$ cat config.mk
export PLATFORM = sky130hd
export DESIGN_NAME = comparator_selftest
export DESIGN_NICKNAME = d
export VERILOG_FILES = /design/src/rtl/comparator_selftest.sv
export SDC_FILE = /design/constraint.sdc
export NUM_CORES = 1
export LEC_CHECK = 0
export ABC_AREA = 0
export CAP_MARGIN = 20
export CORE_UTILIZATION = 39
export CTS_BUF_LIST = sky130_fd_sc_hd__clkbuf_4
export DETAILED_ROUTE_END_ITERATION = 6
export PLACE_DENSITY_LB_ADDON = 0.05
export SLEW_MARGIN = 40
export SYNTH_ARGS = -nofsm -noshare
export SYNTH_HDL_FRONTEND = slang
export SYNTH_SLANG_ARGS = --single-unit
export TNS_END_PERCENT = 1
$ cat constraint.sdc
create_clock -name clk -period 3.3 [get_ports clk]
set_clock_uncertainty 0.15 [all_clocks]
set_input_delay 0.825 -clock clk [delete_from_list [all_inputs] [get_ports clk]]
set_output_delay 0.825 -clock clk [all_outputs]
set_load 0.01 [all_outputs]
$ cat src/rtl/comparator_selftest.sv
// On-chip self-test engine for magnitude comparators: sweeps every (a,b) pair,
// samples agtb after a settle time and checks it against a golden a > b.
module comparator_selftest #(
    parameter int WIDTH  = 2,
    parameter int SETTLE = 4
) (
    input  logic                 clk,
    input  logic                 reset_n,
    input  logic                 start,
    output logic [WIDTH-1:0]     a_out,
    output logic [WIDTH-1:0]     b_out,
    input  logic                 agtb_in,
    output logic                 busy,
    output logic                 done,
    output logic                 pass,
    output logic [2*WIDTH:0]     err_count,
    output logic                 fail_valid,
    output logic [WIDTH-1:0]     fail_a,
    output logic [WIDTH-1:0]     fail_b
);

    localparam logic [1:0] ST_IDLE  = 2'd0;
    localparam logic [1:0] ST_APPLY = 2'd1;
    localparam logic [1:0] ST_DONE  = 2'd2;

    localparam logic [7:0]           SETTLE_LAST = 8'(SETTLE - 1);
    localparam logic [2*WIDTH-1:0]   IDX_LAST    = '1;

    logic [1:0]         state;
    logic [2*WIDTH-1:0] idx;
    logic [7:0]         settle_cnt;
    logic               golden;
    logic               sample;

    // Operands come straight from the index so they hold the last vector in DONE.
    assign a_out  = idx[2*WIDTH-1:WIDTH];
    assign b_out  = idx[WIDTH-1:0];
    assign golden = (a_out > b_out);
    assign sample = (state == ST_APPLY) && (settle_cnt == SETTLE_LAST);

    assign busy = (state == ST_APPLY);
    assign done = (state == ST_DONE);
    assign pass = done && (err_count == '0);

    always_ff @(posedge clk or negedge reset_n) begin
        if (!reset_n) begin
            state      <= ST_IDLE;
            idx        <= '0;
            settle_cnt <= '0;
            err_count  <= '0;
            fail_valid <= 1'b0;
            fail_a     <= '0;
            fail_b     <= '0;
        end else begin
            case (state)
                ST_IDLE, ST_DONE: begin
                    if (start) begin
                        state      <= ST_APPLY;
                        idx        <= '0;
                        settle_cnt <= '0;
                        err_count  <= '0;
                        fail_valid <= 1'b0;
                        fail_a     <= '0;
                        fail_b     <= '0;
                    end
                end
                ST_APPLY: begin
                    if (sample) begin
                        if (agtb_in != golden) begin
                            err_count <= err_count + 1'b1;
                            if (!fail_valid) begin
                                fail_valid <= 1'b1;
                                fail_a     <= a_out;
                                fail_b     <= b_out;
                            end
                        end
                        if (idx == IDX_LAST) begin
                            state <= ST_DONE;
                        end else begin
                            idx        <= idx + 1'b1;
                            settle_cnt <= '0;
                        end
                    end else begin
                        settle_cnt <= settle_cnt + 1'b1;
                    end
                end
                default: state <= ST_IDLE;
            endcase
        end
    end

endmodule

==> metrics.md, run 1 <==
| Metric | Value |
|---|---|
| Critical Path RT | around 2.3 ns |
| WL/cell | around 13 um |
| FF+latch count, synth | 24 |
| Synthesized net count | 139 |
| DPL Wire Length | just under 2000 um |
| Fin crit share | 82.98% |
| Max IR drop VDD | 0.2940 mV |
| Status | finished, final reports clean |
| Slew Limit Fails | 0 |
| # nets final | between 150 and 200 |
| Number of max-cap violations | 0 |
| Largest net degree at the start of global routing | 25 |
| Clock buffer count from CTS | 3 |
| First-pass DRT Iterations | 4 |
| Synth top area cells | dfrtp_1 46%, ha_1 5.7%, nand2_1 3.7%, nand3_1 2.7%, o2bb2ai_1 2.7% |
| Remaining Overflow, GRT | 0 |
| Clk_lat worst skew | 0.31 ns |
| Hold_ws | ~0.38 ns |
| Post-Syn Area | 0.001311 mm2 |
| Die area | around 0.0036 mm2 |
| Drt via density | roughly 5.3 |
| Post-CTS Resized | 0 |
| Critical path class | flop to primary output |
| Sequential area share after synthesis | 45.80% |
| Die W | 59.99 um |
| First-pass GRT wire length | 4202 um |
| Pleak | roughly 0.7 nW |
| Worst setup SP type | flop |
| Worst Hold Class | flop to flop |
| Total Power | approximately 1.1 mW |
| Final Hold Fails | 0 |
| Initial Utilization | 41.92% |
| Total setup buffers inserted after CTS | 0 |
| Core Area | about 0.0031 mm2 |
| Gpl congestion | ~0.73 |
| Syn_area_per_cell | around 10 um2 |
| Area Overhead vs Synth | 20.80% |
| Finished layout cell area | 0.001584 mm2 |
| Final setup violation count | 0 |
| IO Port Bufs | 20 |
| Worst EP arrival | ~1.8 ns |
| Pwr Density | slightly above 700 mW/mm2 |
| CTS tree | yes |
| Worst-Margin Slew | around 0.46 ns |
| Most frequent cells in the layout | 24 x dfrtp_1, 20 x clkdlybuf4s50_1, 13 x nand2_1, 9 x nor2_1, 8 x inv_1 |
| Synth warn | 0 |
| Via Count | between 1000 and 1500 |
| DRC violation total after the first TritonRoute iteration | 49 |
| DRC | 0 |
| Setup ws final | around 0.56 ns |
| Worst-path fanout max | 4 |
| Dpl ws | around 0.35 ns |
| CTS Root Cell | clkbuf_4 |
| Netlist cell types | 39 |
| Share of post-route cells with drive strength above 1 | a little over an eighth |
| Mapped Cells | about 130 |
| Die Ht | 59.99 um |
| Post-route setup TNS | 0 ns |
| Vias in the first global route | 960 |
| Min cycle time layout | between 2 and 3 ns |
| Synth top area share | a little under half |
| Placement-stage cell area | between 0.0015 and 0.002 mm2 |
| Most common cell after layout, fill and taps aside | dfrtp_1 |
| Antenna violations before repair | 0 |
| Total GRT Usage | around 16% |
| Site Rows | 20 |
| Clk pin slew, worst setup/hold paths | 0.13 ns |
| RSZ-0062 raised after global routing | no |
| ANT cells | 0 |
| Fmax | roughly 0.37 GHz |
| CTS sink count | 24 |
| Ports | 21 |
| Remaining antenna violation count | 0 |
| Htree depth | 1 |
| Crit path capture type | primary output |
| Clock Tree Buf Depth | 2 |
| Biggest area consumer among synthesized cells | dfrtp_1 |
| Post-Route WL | roughly 2600 um |
| Hold buffers post-CTS | 0 |
| Slew headroom | between 60 and 70% |
kinds of logic after synthesis:
family	Yosys count	share of synthesized area [%]
mux	2	1.717
buf+inv	12	5.248
compound gates	28	17.56
flops	24	45.80
fa+ha+maj	6	5.725
simple gates	54	21.95
xor+xnor	3	2.004
where the power goes:
part,internal (mW),switching [mW]
clock network,0.0442,0.0874
logic,0.264,0.248
registers,0.388,0.104
total,0.696,0.440
registers in the layout (all words and copies together), names as in the netlist:
register and flops:
fail_valid 1, err_count 5, idx 4, fail_a 2, state 2, settle_cnt 8, fail_b 2
routing by layer:
layer | GRT usage, % | wire (um)
met1 | 20.54 | 1194
met2 | 26.67 | 1289
met3 | 1.948 | 84
met4 | 6.645 | 27
met5 | 0 | 0
synth_stat cells, drive strengths merged:
library cell and instances:
and3 6, o21ai 7, nor4 2, nand2b 5, mux2 2, a21o 2
inv 8, nor3 4, a21boi 1, nor3b 1, nor2b 2, xor2 2
clkbuf 2, a211oi 1, nand3 7, a22o 2, nand2 13, a221o 3
nor2 10, a31o 2, xnor2 1, dfrtp 24, o22ai 1, a31oi 2
nand4 1, buf 2, o2bb2ai 4, a2111oi 1, or4b 1, or3 1
o31ai 2, ha 6, and2b 1
worst paths after layout:
path | start | end | cells past startpoint | slack, ns
worst max register to register | idx[1]$_DFFE_PN0P_ | fail_a[0]$_DFFE_PN0P_ | 8 | 0.68
worst min-delay path | fail_a[0]$_DFFE_PN0P_ | fail_a[0]$_DFFE_PN0P_ | 2 | 0.38
max in group asynchronous | reset_n | settle_cnt[6]$_DFFE_PN0P_ | 2 | 2.06
worst min register to register | fail_a[0]$_DFFE_PN0P_ | fail_a[0]$_DFFE_PN0P_ | 2 | 0.38
worst max-delay path | err_count[1]$_DFFE_PN0P_ | pass | 5 | 0.56
min in group asynchronous | reset_n | err_count[3]$_DFFE_PN0P_ | 2 | 0.70
through the flow:
stage               utilization, %  cells
global placement             49.80    193
detailed placement           49.80    193
CTS                          50.64    197
finish                       50.64    197
global route                 50.64    197
floorplan                        -    129
area by class of cell:
class                           instances  area, um2
Timing Repair Buffer                   24      230.2
Clock buffer                            3      22.52
Tap cell                               44      55.05
Multi-Input combinational cell         93      641.9
Fill cell                             285       1544
Sequential cell                        24      600.6
Inverter                                8      30.03
Clock inverter                          1      3.754
critical path: stages, from the launching register on:
cell             delay, ns
dfrtp_1               0.44
inv_1                 0.09
ha_1                  0.14
nand2b_1              0.05
nor4_1                0.16
clkdlybuf4s50_1       0.58
Power figures use the tool's default switching activity.
==> run 2, diff against run 1 <==
==> constraint.sdc (replaced) <==
create_clock -name clk -period 2.6 [get_ports clk]
set_clock_uncertainty 0.15 [all_clocks]
set_input_delay 0.65 -clock clk [delete_from_list [all_inputs] [get_ports clk]]
set_output_delay 0.65 -clock clk [all_outputs]
set_load 0.01 [all_outputs]
==> metrics.md, run 2 (same netlist as run 1, synthesis figures left out) <==
| Metric | Value |
|---|---|
| Max FFs per register | 8 |
| WL/cell | 12.90 um |
| Min cycle time layout | about 2.4 ns |
| Clk pin slew, worst setup/hold paths | 0.13 ns |
| Placement-stage cell area | around 0.0016 mm2 |
| Die Ht | 59.99 um |
| Initial Utilization | about two fifths |
| Largest net degree at the start of global routing | 25 |
| IO Port Bufs | 20 |
| CTS Root Cell | clkbuf_4 |
| First-pass GRT wire length | around 4400 um |
| Critical path class | flop to flop |
| Post-Route WL | 2644 um |
| Htree depth | 1 |
| RSZ-0062 raised after global routing | no |
| Number of max-cap violations | 0 |
| CTS sink count | 24 |
| Fmax | between 0.4 and 0.5 GHz |
| Clk_lat worst skew | 0.31 ns |
| DRC | 0 |
| Most frequent cells in the layout | 24 x dfrtp_1, 19 x clkdlybuf4s50_1, 13 x nand2_1, 12 x buf_4, 9 x nor2_1 |
| Reg2reg setup slack | around 0.23 ns |
| Worst-path fanout max | 7 |
| Clock Tree Buf Depth | 2 |
| Hold buffers post-CTS | 0 |
| Gpl congestion | between 0.7 and 0.8 |
| Pwr Density | approximately 900 mW/mm2 |
| Top reg by flops | settle_cnt |
| Fin crit share | roughly nine tenths |
| Crit path capture type | flop |
| Ports | 21 |
| Final setup violation count | 0 |
| Most common cell after layout, fill and taps aside | dfrtp_1 |
| Hold Path Stages | 2 |
| Worst setup SP type | flop |
| Core Area | between 0.003 and 0.004 mm2 |
| Worst-Margin Slew | roughly 0.47 ns |
| Area Overhead vs Synth | 25.57% |
| Worst Hold Endpoint | fail_a[0]$_DFFE_PN0P_ |
| Via Count | about 1100 |
| Clock buffer count from CTS | 3 |
| Reg2reg start | idx[1]$_DFFE_PN0P_ |
| Total Power | 1.476 mW |
| Max IR drop VDD | about 0.43 mV |
| Fillers | slightly above 300 |
| ANT cells | 0 |
| Worst Hold Class | flop to flop |
| Antenna violations before repair | 0 |
| Pleak | ~0.75 nW |
| Post-CTS Resized | 0 |
| Finished layout cell area | about 0.0016 mm2 |
| Worst r2r dst | err_count[2]$_DFFE_PN0P_ |
| DPL Wire Length | between 2000 and 2500 um |
| Critical Path RT | about 2.7 ns |
| Vias in the first global route | roughly 1000 |
| Drt via density | about 5.2 |
| R2R cell count | 8 |
| Hold_ws | about 0.37 ns |
| Slew Limit Fails | 0 |
| HP Start | fail_a[0]$_DFFE_PN0P_ |
| Remaining Overflow, GRT | 0 |
| # nets final | 172 |
| Site Rows | 20 |
| First-pass DRT Iterations | 4 |
| CTS tree | yes |
| Slew headroom | around 68% |
| Share of post-route cells with drive strength above 1 | ~17% |
| Remaining antenna violation count | 0 |
| Die W | 59.99 um |
| DRC violation total after the first TritonRoute iteration | 30 |
| Die area | about 0.0036 mm2 |
| Final Hold Fails | 0 |
| Worst EP arrival | approximately 2.4 ns |
| Status | finished, final reports clean |
| Total setup buffers inserted after CTS | 0 |
| Regs by FF count | settle_cnt (8), err_count (5), idx (4) |
| Total GRT Usage | around 17% |
## run 2: cell types whose count changed in the layout (fill, tap and decap cells not counted)
| cell | delta |
|---|---|
| buf_4 | +8 |
| clkdlybuf4s50_1 | -1 |
| dlymetal6s2s_1 | +1 |
## run 2: how the worst max path moves through the flow
| stage | cells after the start | endpoint | startpoint |
|---|---|---|---|
| finish | 8 | err_count[2]$_DFFE_PN0P_ | idx[1]$_DFFE_PN0P_ |
| global route | 8 | err_count[2]$_DFFE_PN0P_ | idx[1]$_DFFE_PN0P_ |
| CTS | 5 | pass | err_count[0]$_DFFE_PN0P_ |
| detailed placement | 6 | err_count[2]$_DFFE_PN0P_ | agtb_in |
| global placement | 6 | err_count[2]$_DFFE_PN0P_ | agtb_in |
| floorplan | 8 | err_count[3]$_DFFE_PN0P_ | idx[1]$_DFFE_PN0P_ |
## run 2: final cells by class
type                       count  area [um2]  share of cell area, %
tap                           44       55.05                  3.343
inverter                       8       30.03                  1.824
timing repair buffer          32       292.8                  17.78
sequential                    24       600.6                  36.47
multi-input combinational     93       641.9                  38.98
clock buffer                   3       22.52                  1.368
clock inverter                 1       3.754                 0.2280
## run 2: through the flow
stage	util (%)	worst slack, ns	TNS (ns)	instances
5_1_grt	52.64	0.07187	0	205
6_report	52.64	0.2267	0	205
3_5_place_dp	51.72	-0.07147	-0.09497	201
4_1_cts	52.56	0.02431	0	205
2_1_floorplan	-	0.2215	0	129
3_3_place_gp	51.72	-0.01690	-0.01690	201
## run 2: per-layer routing
metal,wire (um),vias up,share of wire [%],GRT usage [%]
li1,-,528,-,-
met3,70,4,2.6,2.597
met1,1202,509,45,20.19
met4,23,0,0.87,4.983
met2,1348,18,51,30.48
met5,0,-,0,0
## run 2: power breakdown
group	internal (mW)	leakage, nW	switching [mW]
sequential	0.492	0.311	0.111
clock	0.0559	0.0154	0.105
combinational	0.370	0.419	0.342
## run 2: worst max-delay path, stage by stage, from the launching register on
cell	delay [ns]
dfrtp_1	0.37
inv_1	0.04
ha_1	0.30
nand2b_1	0.09
a221o_1	0.36
a2111oi_4	0.47
buf_4	0.23
o22ai_1	0.07
a22o_2	0.21
==> run 3, diff against run 2 <==
--- a/config.mk
+++ b/config.mk
@@ -10,6 +10,7 @@
 export CORE_UTILIZATION = 39
 export CTS_BUF_LIST = sky130_fd_sc_hd__clkbuf_4
 export DETAILED_ROUTE_END_ITERATION = 6
+export GPL_ROUTABILITY_DRIVEN = 0
 export PLACE_DENSITY_LB_ADDON = 0.05
 export SLEW_MARGIN = 40
 export SYNTH_ARGS = -nofsm -noshare
==> results of run 3 <==
No change in the layout: final DEF, timing and power equal those of run 2.
